[config.mk]
export PLATFORM = sky130hd
export DESIGN_NAME = uart_frame_assembler_flat
export DESIGN_NICKNAME = d
export VERILOG_FILES = /design/src/rtl/uart_pkg.sv /design/src/rtl/uart_frame_assembler_if.sv /design/src/rtl/uart_idle_timer.sv /design/src/rtl/uart_frame_assembler.sv /design/src/flat_wrapper.sv
export SDC_FILE = /design/constraint.sdc
export NUM_CORES = 1
export LEC_CHECK = 0
export CAP_MARGIN = 20
export CELL_PAD_IN_SITES_DETAIL_PLACEMENT = 1
export CELL_PAD_IN_SITES_GLOBAL_PLACEMENT = 2
export CORE_MARGIN = 2
export CORE_UTILIZATION = 32
export CTS_BUF_LIST = sky130_fd_sc_hd__clkbuf_8
export DETAILED_ROUTE_END_ITERATION = 8
export GPL_TIMING_DRIVEN = 0
export PLACE_DENSITY_LB_ADDON = 0.2
export SETUP_SLACK_MARGIN = 0.3
export SYNTH_ARGS = -nofsm -noshare
export SYNTH_HDL_FRONTEND = slang
export SYNTH_HIERARCHICAL = 1
export SYNTH_SLANG_ARGS = --single-unit
[constraint.sdc]
create_clock -name clk_in -period 5.85 [get_ports clk_in]
set_input_delay 1.755 -clock clk_in [delete_from_list [all_inputs] [get_ports clk_in]]
set_output_delay 1.755 -clock clk_in [all_outputs]
set_load 0.02 [all_outputs]
[src/rtl/uart_pkg.sv]
// Shared UART types and header bit positions used by the frame assembler and the TX controller.
package uart_pkg;

    typedef enum logic [1:0] {
        S_HDR,
        S_PAYLOAD,
        S_HOLD
    } asm_state_t;

    localparam int unsigned STALL_BIT   = 14;
    localparam int unsigned UNSTALL_BIT = 13;
    localparam int unsigned RAW_BIT     = 2;

endpackage

[src/rtl/uart_frame_assembler_if.sv]
// Byte-in / frame-out handshake bundle of the UART frame assembler.
interface uart_frame_assembler_if #(
    parameter int unsigned HEADER_SIZE  = 32,
    parameter int unsigned MESSAGE_SIZE = 512
) ();

    logic                    ll_valid_in;
    logic [7:0]              ll_byte_in;
    logic                    ll_ready_out;
    logic                    bdge_valid_out;
    logic                    ctrl_ready_in;
    logic [HEADER_SIZE-1:0]  header_out;
    logic [MESSAGE_SIZE-1:0] message_out;

    // Assembler side.
    modport master (
        input  ll_valid_in,
        input  ll_byte_in,
        input  ctrl_ready_in,
        output ll_ready_out,
        output bdge_valid_out,
        output header_out,
        output message_out
    );

    // Byte source / frame sink side.
    modport slave (
        output ll_valid_in,
        output ll_byte_in,
        output ctrl_ready_in,
        input  ll_ready_out,
        input  bdge_valid_out,
        input  header_out,
        input  message_out
    );

endinterface

[src/rtl/uart_idle_timer.sv]
// Inter-byte idle counter; expire_out flags the cycle on which TIMEOUT_CYCLES idle clocks have elapsed.
module uart_idle_timer #(
    parameter int unsigned TIMEOUT_CYCLES = 100_000
) (
    input  logic clk_in,
    input  logic rst_in,
    input  logic run_in,
    input  logic kick_in,
    output logic expire_out
);

    localparam int unsigned IDLE_W = $clog2(TIMEOUT_CYCLES + 1);

    logic [IDLE_W-1:0] idle_q;
    logic [IDLE_W-1:0] idle_d;

    // Expiry does not wait for the kick: a byte on the expiry cycle still starts a new frame.
    assign expire_out = run_in && (idle_q == IDLE_W'(TIMEOUT_CYCLES - 1));

    always_comb begin
        idle_d = idle_q + IDLE_W'(1);
        if (kick_in || expire_out || !run_in) begin
            idle_d = '0;
        end
    end

    always_ff @(posedge clk_in or negedge rst_in) begin
        if (!rst_in) begin
            idle_q <= '0;
        end else begin
            idle_q <= idle_d;
        end
    end

endmodule

[src/rtl/uart_frame_assembler.sv]
// Packs the uart_rx byte stream MSB-first into {header, message}, consumes peer STALL/UNSTALL
// control headers and drops partial frames after an inter-byte timeout.
module uart_frame_assembler
    import uart_pkg::*;
#(
    parameter int unsigned MESSAGE_SIZE   = 512,
    parameter int unsigned HEADER_SIZE    = 32,
    parameter int unsigned TIMEOUT_CYCLES = 100_000
) (
    input  logic                   clk_in,
    input  logic                   rst_in,
    uart_frame_assembler_if.master bus_if,
    output logic                   peer_stall_out,
    output logic                   timeout_err_out,
    output logic                   frame_err_out,
    output logic [7:0]             err_count_out
);

    localparam int unsigned W         = HEADER_SIZE + MESSAGE_SIZE;
    localparam int unsigned HDR_BYTES = HEADER_SIZE / 8;
    localparam int unsigned TOT_BYTES = W / 8;
    localparam int unsigned CNT_W     = $clog2(TOT_BYTES + 1);

    asm_state_t        state_q;
    asm_state_t        state_d;
    logic [CNT_W-1:0]  cnt_q;
    logic [CNT_W-1:0]  cnt_d;
    logic [W-1:0]      sr_q;
    logic [W-1:0]      sr_d;

    logic              ready_q;
    logic              ready_d;
    logic              valid_q;
    logic              valid_d;
    logic              stall_q;
    logic              stall_d;
    logic              tout_q;
    logic              tout_d;
    logic              ferr_q;
    logic              ferr_d;
    logic [7:0]        errcnt_q;
    logic [7:0]        errcnt_d;

    logic              accept_c;
    logic              run_c;
    logic              expire_c;
    logic              hdr_last_c;
    logic              stall_bit_c;
    logic              unstall_bit_c;

    assign accept_c = bus_if.ll_valid_in && ready_q;
    assign run_c    = (state_q != S_HOLD) && (cnt_q != '0);

    uart_idle_timer #(
        .TIMEOUT_CYCLES (TIMEOUT_CYCLES)
    ) u_idle_timer (
        .clk_in     (clk_in),
        .rst_in     (rst_in),
        .run_in     (run_c),
        .kick_in    (accept_c),
        .expire_out (expire_c)
    );

    // On the final header byte the earlier header bytes sit in the low end of the shift register,
    // so header bit b (b >= 8) is sr_q[b-8] while the incoming byte supplies bits [7:0].
    assign stall_bit_c   = sr_q[STALL_BIT - 8];
    assign unstall_bit_c = sr_q[UNSTALL_BIT - 8];
    assign hdr_last_c    = (state_q == S_HDR) && accept_c && !expire_c &&
                           (cnt_q == CNT_W'(HDR_BYTES - 1));

    always_ff @(posedge clk_in or negedge rst_in) begin
        if (!rst_in) begin
            state_q <= S_HDR;
            cnt_q   <= '0;
        end else begin
            state_q <= state_d;
            cnt_q   <= cnt_d;
        end
    end

    always_comb begin
        state_d = state_q;
        cnt_d   = cnt_q;
        case (state_q)
            S_HDR: begin
                if (expire_c) begin
                    cnt_d = accept_c ? CNT_W'(1) : '0;
                end else if (accept_c) begin
                    if (cnt_q == CNT_W'(HDR_BYTES - 1)) begin
                        if (stall_bit_c || unstall_bit_c) begin
                            cnt_d = '0;
                        end else begin
                            state_d = S_PAYLOAD;
                            cnt_d   = cnt_q + CNT_W'(1);
                        end
                    end else begin
                        cnt_d = cnt_q + CNT_W'(1);
                    end
                end
            end
            S_PAYLOAD: begin
                if (expire_c) begin
                    state_d = S_HDR;
                    cnt_d   = accept_c ? CNT_W'(1) : '0;
                end else if (accept_c) begin
                    if (cnt_q == CNT_W'(TOT_BYTES - 1)) begin
                        state_d = S_HOLD;
                        cnt_d   = '0;
                    end else begin
                        cnt_d = cnt_q + CNT_W'(1);
                    end
                end
            end
            S_HOLD: begin
                if (valid_q && bus_if.ctrl_ready_in) begin
                    state_d = S_HDR;
                end
            end
            default: begin
                state_d = S_HDR;
                cnt_d   = '0;
            end
        endcase
    end

    always_comb begin
        ready_d  = (state_d != S_HOLD);
        valid_d  = (state_d == S_HOLD);
        stall_d  = stall_q;
        ferr_d   = hdr_last_c && stall_bit_c && unstall_bit_c;
        tout_d   = expire_c;
        errcnt_d = errcnt_q;
        if (hdr_last_c && stall_bit_c && !unstall_bit_c) begin
            stall_d = 1'b1;
        end else if (hdr_last_c && unstall_bit_c && !stall_bit_c) begin
            stall_d = 1'b0;
        end
        if ((ferr_d || tout_d) && (errcnt_q != 8'hFF)) begin
            errcnt_d = errcnt_q + 8'd1;
        end
    end

    always_ff @(posedge clk_in or negedge rst_in) begin
        if (!rst_in) begin
            ready_q  <= 1'b1;
            valid_q  <= 1'b0;
            stall_q  <= 1'b0;
            tout_q   <= 1'b0;
            ferr_q   <= 1'b0;
            errcnt_q <= 8'd0;
        end else begin
            ready_q  <= ready_d;
            valid_q  <= valid_d;
            stall_q  <= stall_d;
            tout_q   <= tout_d;
            ferr_q   <= ferr_d;
            errcnt_q <= errcnt_d;
        end
    end

    // Single frame shift register; frozen in S_HOLD because no byte is accepted there.
    always_comb begin
        sr_d = sr_q;
        if (accept_c) begin
            sr_d = {sr_q[W-9:0], bus_if.ll_byte_in};
        end
    end

    always_ff @(posedge clk_in or negedge rst_in) begin
        if (!rst_in) begin
            sr_q <= '0;
        end else begin
            sr_q <= sr_d;
        end
    end

    assign bus_if.ll_ready_out   = ready_q;
    assign bus_if.bdge_valid_out = valid_q;
    assign bus_if.header_out     = sr_q[W-1 -: HEADER_SIZE];
    assign bus_if.message_out    = sr_q[MESSAGE_SIZE-1:0];
    assign peer_stall_out        = stall_q;
    assign timeout_err_out       = tout_q;
    assign frame_err_out         = ferr_q;
    assign err_count_out         = errcnt_q;

endmodule
[src/flat_wrapper.sv]
// flat-port wrapper written by rule: the top's interface ports become plain ports
module uart_frame_assembler_flat import uart_pkg::*;
#(
    parameter int unsigned MESSAGE_SIZE   = 512,
    parameter int unsigned HEADER_SIZE    = 32,
    parameter int unsigned TIMEOUT_CYCLES = 100_000
)
  (clk_in, rst_in, peer_stall_out, timeout_err_out, frame_err_out, err_count_out, bus_if_ll_valid_in, bus_if_ll_byte_in, bus_if_ctrl_ready_in, bus_if_ll_ready_out, bus_if_bdge_valid_out, bus_if_header_out, bus_if_message_out);
  uart_frame_assembler_if #(.HEADER_SIZE(HEADER_SIZE), .MESSAGE_SIZE(MESSAGE_SIZE)) bus_if_i ();
  input  logic clk_in;
  input  logic rst_in;
  output logic peer_stall_out;
  output logic timeout_err_out;
  output logic frame_err_out;
  output logic [7:0] err_count_out;
  input wire logic [$bits(bus_if_i.ll_valid_in)-1:0] bus_if_ll_valid_in;
  input wire logic [$bits(bus_if_i.ll_byte_in)-1:0] bus_if_ll_byte_in;
  input wire logic [$bits(bus_if_i.ctrl_ready_in)-1:0] bus_if_ctrl_ready_in;
  output wire logic [$bits(bus_if_i.ll_ready_out)-1:0] bus_if_ll_ready_out;
  output wire logic [$bits(bus_if_i.bdge_valid_out)-1:0] bus_if_bdge_valid_out;
  output wire logic [$bits(bus_if_i.header_out)-1:0] bus_if_header_out;
  output wire logic [$bits(bus_if_i.message_out)-1:0] bus_if_message_out;
  assign bus_if_i.ll_valid_in = bus_if_ll_valid_in;
  assign bus_if_i.ll_byte_in = bus_if_ll_byte_in;
  assign bus_if_i.ctrl_ready_in = bus_if_ctrl_ready_in;
  assign bus_if_ll_ready_out = bus_if_i.ll_ready_out;
  assign bus_if_bdge_valid_out = bus_if_i.bdge_valid_out;
  assign bus_if_header_out = bus_if_i.header_out;
  assign bus_if_message_out = bus_if_i.message_out;
  uart_frame_assembler #(.MESSAGE_SIZE(MESSAGE_SIZE), .HEADER_SIZE(HEADER_SIZE), .TIMEOUT_CYCLES(TIMEOUT_CYCLES)) u_core (.clk_in(clk_in), .rst_in(rst_in), .bus_if(bus_if_i), .peer_stall_out(peer_stall_out), .timeout_err_out(timeout_err_out), .frame_err_out(frame_err_out), .err_count_out(err_count_out));
endmodule
==> results.py <==
metrics = {
    "synth": {
        "synth_area_leader_cell": "dfrtp_1",
        "synth_nets": 2509,
        "yosysSeqAreaShare_pct": 65.73,
        "synth_area_leaders": "dfrtp_1 66%, nand2_1 28%, clkbuf_1 1.7%",
        "netlist_instances": 2493,
        "synthDistinctLibCells": 47,
        "yosys_warnings": 6,
        "synth_top_area_share_pct": 65.61,
        "synth_edf_count": 0,
        "syn_avg_cell_area_um2": 8.903,
        "async_flop_share_pct": 100.0,
        "ys.flop_type": "dfrtp_1",
        "synthTopCellsByCount": "1642 x nand2_1, 582 x dfrtp_1, 100 x clkbuf_1, 22 x nor2_1, 14 x xnor2_1",
        "synth_seq_cells": 583,
        "syn_area_um2": 22200,
        "yosysMostFrequentCell": "nand2_1",
    },
    "place": {
        "gp_congestion": 0.8133,
        "post-place-cells": 3997,
        "port_buffers": 568,
        "hpwlAfterDp_um": 56490,
    },
    "die": {
        "start_util_pct": 32.36,
        "rows": 96,
        "die_h_um": 267.4,
        "die-area_um2": 71490,
        "core_um2": 68590,
        "fp.dieW_um": 267.4,
        "io_pins": 569,
    },
    "sta": {
        "max_freq_mhz": 251.2,
        "final.period_utilization_pct": 68.06,
        "tns_ns": 0,
        "whs_ns": 0.4799,
        "worstMarginPinSlew_ns": 0.9042,
        "period_minus_slack_ns": 3.981,
        "hold_violations": 0,
        "skew_ns": 0.03567,
        "rsz0062_at_grt": "false",
        "relSlewSlack_pct": 39.16,
        "maxSlewViolCount": 0,
        "setup_viol": 0,
    },
    "clock_tree": {
        "clk_latency_ns": 0.71,
        "cts_max_path_buffers": 3,
        "postCtsHoldBufs": 0,
        "clk_pin_slew_ns": 0.06,
        "cts-resized-gates": 0,
        "cts-root-buf": "clkbuf_8",
        "numCtsBuffers": 105,
        "post_cts_buffers": 0,
        "h-tree-depth": 3,
        "cts_tree": "done",
        "cts_sinks": 583,
    },
    "worst_setup_path": {
        "critPathTopFamily": "buffers and inverters",
        "crit_fanout": 10,
        "worstRegToRegCells": 9,
        "crit_buf_inv": 6,
        "cpPeakStageDelay_ns": 0.53,
        "r2r_start": "u_core/u_idle_timer/idle_q[0]",
        "worstSetupEndpointType": "flop",
        "crit_type": "in -> reg",
        "critPathSlowestCell": "clkbuf_1",
        "worst_path_most_repeated_cell": "clkbuf_1",
        "path_cells": "clkdlybuf4s50_1 > nand2_1 > inv_2 > clkbuf_1 > clkbuf_1 > inv_1 > o311ai_4 > buf_6 > nor2_1",
        "worstPathArrival_ns": 4.55,
        "r2r_end": "u_core/cnt_q[5]",
        "critPathRequiredTime_ns": 6.42,
        "worst_setup_path_start_kind": "input port",
        "r2r_slack_ns": 2.62,
    },
    "pwr": {
        "p_sw_uw": 2955,
        "seq_power_share_pct": 45.7,
        "powerDensity_nw_per_um2": 321.1,
        "irDropWorstVdd_mv": 0.2161,
        "power_frac_comb_pct": 15.1,
        "leakagePower_uw": 0.01633,
        "clockPowerShare_pct": 39.2,
        "power_uw": 10080,
        "internal_power_uw": 7127,
        "power_switching_share_pct": 29.31,
    },
    "detailed_routing": {
        "wl_per_cell_um": 18.37,
        "first_pass_iters": 5,
        "ant_nets": 0,
        "drc_errors": 0,
        "dr.first_iter.drc_count": 855,
        "num_vias": 19010,
        "routed_wirelength_um": 76960,
        "post_drt_via_cell_ratio": 4.537,
    },
    "min_path": {
        "min_to": "u_core/sr_q[488]",
        "holdPathStages": 2,
        "hp-class": "reg -> reg",
        "worstHoldStart": "u_core/sr_q[480]",
    },
    "cells_and_area": {
        "drive_gt1_share_pct": 5.895,
        "fillers": 7915,
        "final_cells": 4190,
        "fin_nets": 3189,
        "area_delta_synth_final_pct": 41.47,
    },
    "global_route": {
        "grt_overflow": 0,
        "grt_max_degree": 115,
        "grt_pass1_vias": 20590,
        "grt_pass1_wl_um": 119300,
        "antenna_found_initial": 2,
        "track_usage_pct": 21.49,
    },
    "job": {
        "max_cap_viol_count": 0,
    },
    "run_status": {
        "status": "finished, final reports clean",
    },
}
-- flip-flops by register name, summed over array words and instances, names as in the netlist, 2 cells and up --
signal / flops
u_core/sr_q: 544
u_core/u_idle_timer/idle_q: 17
u_core/err_count_out: 8
u_core/cnt_q: 7
u_core/state_q: 2
-- cell usage in the layout (no fill, tap or decap), types with 6 or more instances in the layout --
master / netlist / final
nand2_1: 1642 / 1642
nand4_1: 7 / 7
clkdlybuf4s50_1: 0 / 567
nor2_1: 22 / 22
clkinv_2: 0 / 13
o21ai_0: 10 / 10
xnor2_1: 14 / 14
a31oi_1: 7 / 7
inv_1: 12 / 42
nand3_1: 9 / 9
dfrtp_1: 582 / 582
clkbuf_8: 0 / 142
clkbuf_1: 100 / 100
and3_1: 6 / 6
buf_2: 10 / 10
a21oi_1: 9 / 9
buf_1: 10 / 10
-- cells by family after synthesis --
logic type / after synthesis / synth area share (%)
buffers and inverters: 134 / 2.356
multiplexers: 1 / 0.05073
AND/OR/NAND/NOR: 1716 / 29.72
flip-flops: 583 / 65.73
AO/OA/AOI/OAI: 37 / 1.201
XOR/XNOR: 18 / 0.7103
adder cells (fa/ha/maj): 4 / 0.2255
-- area by class of cell --
class,count,area [µm²],share of cell area (%)
clock inverter,49,251.5,0.8009
inverter,13,48.80,0.1554
tap,931,1165,3.710
multi-input combinational,1776,7083,22.56
antenna,2,5.005,0.01594
clock buffer,142,1954,6.224
sequential,583,14590,46.47
buffer,121,474.2,1.510
timing repair buffer,573,5828,18.56
-- worst max-delay path by stage --
stage	end	depth (start not counted)	start
finish	u_core/u_idle_timer/idle_q[8]	9	bus_if_ll_valid_in
global route	u_core/u_idle_timer/idle_q[0]	9	bus_if_ll_valid_in
CTS	u_core/u_idle_timer/idle_q[14]	9	bus_if_ll_valid_in
detailed placement	u_core/u_idle_timer/idle_q[8]	9	bus_if_ll_valid_in
global placement	u_core/sr_q[387]	1	rst_in
floorplan	u_core/u_idle_timer/idle_q[10]	8	bus_if_ll_valid_in
-- power groups by stage --
stage               combinational (µW)  sequential, µW  clock, µW
floorplan                          385            4920          0
global placement                  1500            4670          0
detailed placement                1540            4670          0
CTS                               1550            4610       4110
global route                      1650            4650       4280
finish                            1520            4600       3960
-- tightest hold or removal path, delay by kind of cell, from the launching register on --
| kind | cells | cell delay (ns) |
|---|---|---|
| and+or+nand+nor | 2 | 0.11 |
| DFF | 1 | 0.36 |
-- metal layers --
metal / vias to the layer above / global-route usage [%] / wire length [µm]
li1: 8976 / - / -
met1: 9451 / 25.97 / 31800
met2: 438 / 35.54 / 36980
met3: 147 / 6.767 / 5368
met4: 0 / 8.746 / 2815
met5: - / 0 / 0
-- per-stage QoR --
step                      utilization [%]  setup WS (ns)  cell area, µm²
after floorplan                         -          2.714           22200
after global placement              42.35         -23.74           29050
after detailed placement            42.56         0.9900           29190
after CTS                           45.78          1.749           31400
after global routing                45.78          1.666           31400
final                               45.78          1.869           31400
Note: power is estimated with default switching activity, not from simulation.
